### config.mk
export PLATFORM = sky130hd
export DESIGN_NAME = irq_stim_gen
export DESIGN_NICKNAME = d
export VERILOG_FILES = /design/src/rtl/irq_stim_pkg.sv /design/src/rtl/irq_trig_match.sv /design/src/rtl/irq_stim_gen.sv
export SDC_FILE = /design/constraint.sdc
export NUM_CORES = 1
export LEC_CHECK = 0
export ABC_CLOCK_PERIOD_IN_PS = 3480
export CAP_MARGIN = 20
export CORE_MARGIN = 2
export CORE_UTILIZATION = 52
export CTS_BUF_LIST = sky130_fd_sc_hd__clkbuf_8
export DETAILED_ROUTE_END_ITERATION = 8
export PLACE_DENSITY = 0.95
export SETUP_SLACK_MARGIN = 0.4
export SLEW_MARGIN = 0
export SYNTH_ARGS = -nofsm -noshare
export SYNTH_HDL_FRONTEND = slang
export SYNTH_HIERARCHICAL = 1
export SYNTH_SLANG_ARGS = --single-unit
export TNS_END_PERCENT = 10
### constraint.sdc
create_clock -name clk_i -period 3.48 [get_ports clk_i]
set_input_delay 1.044 -clock clk_i [delete_from_list [all_inputs] [get_ports clk_i]]
set_output_delay 1.044 -clock clk_i [all_outputs]
set_load 0.005 [all_outputs]
### src/rtl/irq_stim_pkg.sv
// Shared types and helpers for the interrupt stimulus generator.
// State encoding, fire_count saturation value and a lowest-set-bit picker.
package irq_stim_pkg;

  typedef enum logic [1:0] {
    ST_IDLE     = 2'd0,
    ST_ASSERT   = 2'd1,
    ST_COOLDOWN = 2'd2
  } irq_state_e;

  localparam int         MAX_TRIG   = 8;
  localparam logic [7:0] FIRE_SAT   = 8'd255;

  // Scanning from the top down leaves the lowest set index as the final answer.
  function automatic logic [2:0] lowest_set(input logic [MAX_TRIG-1:0] vec);
    logic [2:0] idx;
    idx = 3'd0;
    for (int i = MAX_TRIG - 1; i >= 0; i--) begin
      if (vec[i]) idx = i[2:0];
    end
    return idx;
  endfunction

endpackage

### src/rtl/irq_trig_match.sv
// One trigger slot: holds its armed flag and flags a PC match while armed and enabled.
// Without re-arm, the first sampled hit disarms the slot until the next reset.
module irq_trig_match #(
  parameter int                ADDR_W  = 32,
  parameter logic [ADDR_W-1:0] TRIG_PC = '0,
  parameter bit                REARM   = 1'b0
) (
  input  logic              clk_i,
  input  logic              reset_i,
  input  logic [ADDR_W-1:0] addr_i,
  input  logic              enable_i,
  output logic              hit_o
);

  logic armed_q;

  assign hit_o = enable_i & armed_q & (addr_i == TRIG_PC);

  always_ff @(posedge clk_i or posedge reset_i) begin
    if (reset_i) begin
      armed_q <= 1'b1;
    end else if (hit_o && !REARM) begin
      armed_q <= 1'b0;
    end
  end

endmodule

### src/rtl/irq_stim_gen.sv
// Interrupt stimulus generator: PC-matched triggers queue requests that are
// played out as fixed-length interrupt pulses separated by a cooldown gap.
module irq_stim_gen
  import irq_stim_pkg::*;
#(
  parameter int                         NUM_TRIG  = 4,
  parameter int                         ADDR_W    = 32,
  parameter logic [NUM_TRIG*ADDR_W-1:0] TRIG_PCS  = {NUM_TRIG{32'h00004198}},
  parameter int                         PULSE_LEN = 6,
  parameter int                         GAP       = 1,
  parameter bit                         REARM     = 1'b0
) (
  input  logic                clk_i,
  input  logic                reset_i,
  input  logic [ADDR_W-1:0]   addr_i,
  input  logic                enable_i,
  output logic                interrupt_o,
  output logic                busy_o,
  output logic [NUM_TRIG-1:0] pending_o,
  output logic [2:0]          last_src_o,
  output logic [7:0]          fire_count_o
);

  localparam int CNT_MAX = (PULSE_LEN > GAP) ? ((PULSE_LEN > 2) ? PULSE_LEN : 2)
                                             : ((GAP > 2) ? GAP : 2);
  localparam int CNT_W   = $clog2(CNT_MAX);

  localparam logic [CNT_W-1:0] PULSE_RELOAD = CNT_W'(PULSE_LEN - 1);
  localparam logic [CNT_W-1:0] GAP_RELOAD   = CNT_W'((GAP > 0) ? GAP - 1 : 0);

  irq_state_e          state_q;
  logic [CNT_W-1:0]    cnt_q;
  logic                interrupt_q;
  logic                busy_q;
  logic [NUM_TRIG-1:0] pending_q, pending_d;
  logic [2:0]          last_src_q;
  logic [7:0]          fire_count_q;

  logic [NUM_TRIG-1:0] hit;
  logic [NUM_TRIG-1:0] req;
  logic [MAX_TRIG-1:0] reqPad;
  logic [2:0]          sel;

  for (genvar i = 0; i < NUM_TRIG; i++) begin : g_trig
    irq_trig_match #(
      .ADDR_W (ADDR_W),
      .TRIG_PC(TRIG_PCS[i*ADDR_W +: ADDR_W]),
      .REARM  (REARM)
    ) u_match (
      .clk_i   (clk_i),
      .reset_i (reset_i),
      .addr_i  (addr_i),
      .enable_i(enable_i),
      .hit_o   (hit[i])
    );
  end

  assign req = pending_q | hit;

  always_comb begin
    reqPad = '0;
    reqPad[NUM_TRIG-1:0] = req;
  end

  assign sel = lowest_set(reqPad);

  // New hits always queue; the one picked from IDLE is dropped in the same edge.
  always_comb begin
    pending_d = pending_q | hit;
    if (state_q == ST_IDLE && (|req)) begin
      for (int i = 0; i < NUM_TRIG; i++) begin
        if (sel == i[2:0]) pending_d[i] = 1'b0;
      end
    end
  end

  always_ff @(posedge clk_i or posedge reset_i) begin
    if (reset_i) begin
      state_q      <= ST_IDLE;
      cnt_q        <= '0;
      interrupt_q  <= 1'b0;
      busy_q       <= 1'b0;
      pending_q    <= '0;
      last_src_q   <= 3'd0;
      fire_count_q <= 8'd0;
    end else begin
      pending_q <= pending_d;
      case (state_q)
        ST_IDLE: begin
          if (|req) begin
            state_q     <= ST_ASSERT;
            interrupt_q <= 1'b1;
            busy_q      <= 1'b1;
            cnt_q       <= PULSE_RELOAD;
            last_src_q  <= sel;
            if (fire_count_q != FIRE_SAT) fire_count_q <= fire_count_q + 8'd1;
          end
        end
        ST_ASSERT: begin
          if (cnt_q == '0) begin
            interrupt_q <= 1'b0;
            if (GAP > 0) begin
              state_q <= ST_COOLDOWN;
              cnt_q   <= GAP_RELOAD;
            end else begin
              state_q <= ST_IDLE;
              busy_q  <= 1'b0;
            end
          end else begin
            cnt_q <= cnt_q - 1'b1;
          end
        end
        ST_COOLDOWN: begin
          if (cnt_q == '0) begin
            state_q <= ST_IDLE;
            busy_q  <= 1'b0;
          end else begin
            cnt_q <= cnt_q - 1'b1;
          end
        end
        default: begin
          state_q     <= ST_IDLE;
          interrupt_q <= 1'b0;
          busy_q      <= 1'b0;
        end
      endcase
    end
  end

  assign interrupt_o  = interrupt_q;
  assign busy_o       = busy_q;
  assign pending_o    = pending_q;
  assign last_src_o   = last_src_q;
  assign fire_count_o = fire_count_q;

endmodule

==> impl_results.md <==
- Status: finished, final reports clean
- Clock slew at reported path FFs: 0.09 ns
- Die ar.: 3640 sq um
- Yosys top cell area share: 0.3184
- Crit path kind: primary input to flip-flop
- Flop and latch count out of synthesis: 25
- Total gr overflow: 0
- Gr usage total: 0.2402
- Hold WC Path Type: flip-flop to flip-flop
- Finish-stage setup viols: 0
- Die Wd: 60.34 um
- Synthesized area: 1650 sq um
- Reg2reg setup slack: 1.09 ns
- Nets: 267
- Drt first pass iters: 4
- Arrival time worst endpoint: 3.35 ns
- Wirelength per Cell: 19.16 um
- Drt first-iter violations: 90
- EDFF count, synth: 0
- Die Y: 60.34 um
- Ports: 52
- Internal power: 0.0004206 W
- CP required: 3.64 ns
- # diodes: 0
- DRC Markers: 0
- Top cell type by total area after synthesis: dfrtp_1
- Slew @ Worst Pin: 0.8150 ns
- Final hold vios: 0
- Via-per-instance ratio: 6.268
- Cell variety after synth: 41
- Normalized max-slew margin: 0.4561
- CTS tree: built
- CTS Buf Count: 3
- Top cells by area, synth: dfrtp_1 32%, nor4bb_1 7.3%, dfstp_2 6.4%
- Pin count of the biggest net entering global routing: 22
- Std-Cell Core Area: 3028 sq um
- Sw Ratio: 0.2485
- Critical path startpoint category: primary input
- Share of cells above drive strength 1: 0.2756
- Final Core Density: 0.8587
- Clock Tree Root: clkbuf_8
- Antenna Nets Post-Route: 0
- Cells after Synth: 165
- Layout fillers: 143
- First-pass GRT wire length: 6637 um
- Clock skew: 0.005497 ns
- Leakage power: 1.211 nW
- Worst-Skew Late Latency: 0.27 ns
- H-tree Lvls: 1
- Register area: 630.6 sq um
- Maximum operating frequency: 313.0 MHz
- Setup ws final: 0.2849 ns
- Port bufs: 50
- MaxCap Viol Count: 0
- Clk buf depth: 2
- Post-Syn Nets: 206
- Multi-input logic area: 1209 sq um
- Hold-fix buffers, CTS: 0
- Sequential power share: 0.519
- Async SR Flop Fraction: 1.000
- Crit-path max FO: 6
- Vias in the first global route: 1537
- Syn Area/Cell: 10.00 sq um
- Pre-CTS WS: -0.06321 ns
- Initial core utilization: 0.5450
- DP HPWL: 3186 um
- Area Overhead vs Synth: 57.54%
- P_sw: 0.0001391 W
- Vias: 1686
- CP Capture Type: flip-flop
- Pins over their slew limit: 0
- Hold Path Origin: g_trig[0].u_match/armed_q
- Post-route minimum period: 3.195 ns
- Final Cycle Share: 0.9181
- Row count: 20
- Worst R2R Start: g_trig[3].u_match/armed_q
- Clock power share: 0.315
- Synth warn: 6
- Routability Congestion: 0.8343
- Combinational share of power: 0.166
- Initial antenna violation count: 0
- Power Density: 215.3 nW/um^2
- Post-synth top flop: dfrtp_1
- Routed wire length: 5153 um
- Sequential area share after synthesis: 0.3821
- VDD IR-drop max: 238.2 uV
- CP startpoint: addr_i[4]
- CTS Sinks: 25
==> worst paths after layout <==
| kind | endpoint | cells after the start |
|---|---|---|
| max in group asynchronous | fire_count_o[4] | 2 |
| setup reg to reg | fire_count_o[6] | 8 |
| min in group asynchronous | g_trig[1].u_match/armed_q | 2 |
| hold / removal | g_trig[0].u_match/armed_q | 1 |
| setup / recovery | fire_count_o[6] | 9 |
| hold reg to reg | g_trig[0].u_match/armed_q | 1 |
==> power by group through the flow <==
stage          logic (W)  clock network (W)  registers (W)
6_report       0.0000930           0.000176       0.000290
5_1_grt        0.0000986           0.000190       0.000291
4_1_cts        0.0000728           0.000177       0.000290
3_5_place_dp   0.0000717                  0       0.000296
3_3_place_gp   0.0000702                  0       0.000296
2_1_floorplan  0.0000164                  0       0.000296
==> layer usage <==
layer,wire (um),GRT usage,up-vias,part of all wire
li1,-,-,761,-
met1,1966,0.3032,837,0.38
met2,2736,0.4130,69,0.53
met3,292,0.03838,19,0.057
met4,158,0.09524,0,0.031
met5,0,0,-,0
==> cells in the mapped netlist (3+ instances only) <==
library cell,n
mux2_2,3
nand2_1,4
nor4_2,4
nor4bb_1,12
nand3_1,7
dfrtp_1,21
nor3_1,5
nand3b_1,4
ha_1,6
nor4_1,16
nand4_1,6
nor2_1,10
o31a_1,5
a21oi_1,12
o21ai_0,3
mux2_4,4
inv_1,12
dfstp_2,4
==> sequential cells by signal (all words and copies together) (netlist names) <==
register                count
busy_o                      1
cnt_q                       3
state_q                     2
fire_count_o                8
interrupt_o                 1
g_trig.u_match/armed_q      4
last_src_o                  2
pending_o                   4
==> worst max-delay path, stage by stage <==
cell and delay, ns:
clkdlybuf4s50_1 0.53, nor4bb_1 0.36, nand4_1 0.25, nor3_2 0.18, buf_4 0.16, nor4_4 0.05
a21o_4 0.26, nor3_4 0.20, mux2_4 0.31
==> final cells by class <==
class                      instances  area share
clock buffer                       3     0.01588
multi-input combinational        126      0.4649
tap                               44     0.02117
sequential                        25      0.2425
inverter                          12     0.01732
timing repair buffer              58      0.2353
clock inverter                     1    0.002887
==> cells by family (layout without fill, tap and decap cells) <==
logic type	Yosys count	after routing	synth area share
AND/OR/NAND/NOR	80	80	0.3427
AO/OA/AOI/OAI	29	29	0.1190
flip-flops	25	25	0.3821
buffers and inverters	14	74	0.03487
multiplexers	8	8	0.06293
adder cells (fa/ha/maj)	6	6	0.04549
XOR/XNOR	2	2	0.01062
other	1	1	0.002272
==> cell usage in the layout, fill, tap and decap left out, drive strengths merged, types with 5 or more instances in the layout <==
| cell type | synthesis | routed |
|---|---|---|
| nor4bb | 12 | 12 |
| nor3 | 5 | 5 |
| nand2 | 6 | 6 |
| nand3 | 7 | 7 |
| o31a | 5 | 5 |
| dfrtp | 21 | 21 |
| a21oi | 12 | 12 |
| nand4 | 6 | 6 |
| clkdlybuf4s50 | 0 | 28 |
| buf | 2 | 8 |
| dlymetal6s2s | 0 | 21 |
| ha | 6 | 6 |
| nor4 | 22 | 22 |
| inv | 12 | 12 |
| mux2 | 7 | 7 |
| nor2 | 10 | 10 |
==> metrics by stage <==
stage | cell area [sq um] | TNS, ns | total power [W] | instances | hold slack, ns
final | 2600 | 0 | 0.0005597 | 269 | 0.4654
after global routing | 2600 | -0.3763 | 0.0005789 | 269 | 0.4728
after CTS | 2313 | 0 | 0.0005402 | 267 | 0.4634
after detailed placement | 2238 | -0.06321 | 0.0003677 | 263 | 0.4504
after global placement | 2238 | 0 | 0.0003663 | 263 | 0.4446
after floorplan | 1650 | 0 | 0.0003124 | 165 | 0.4377
==> timing repair <==
action,4_1_cts,5_1_grt
setup buffers,0,2
pin swaps,2,23
endpoints found under the setup margin,7,10
resized for setup,6,55
(Power assumes the default switching activity.)
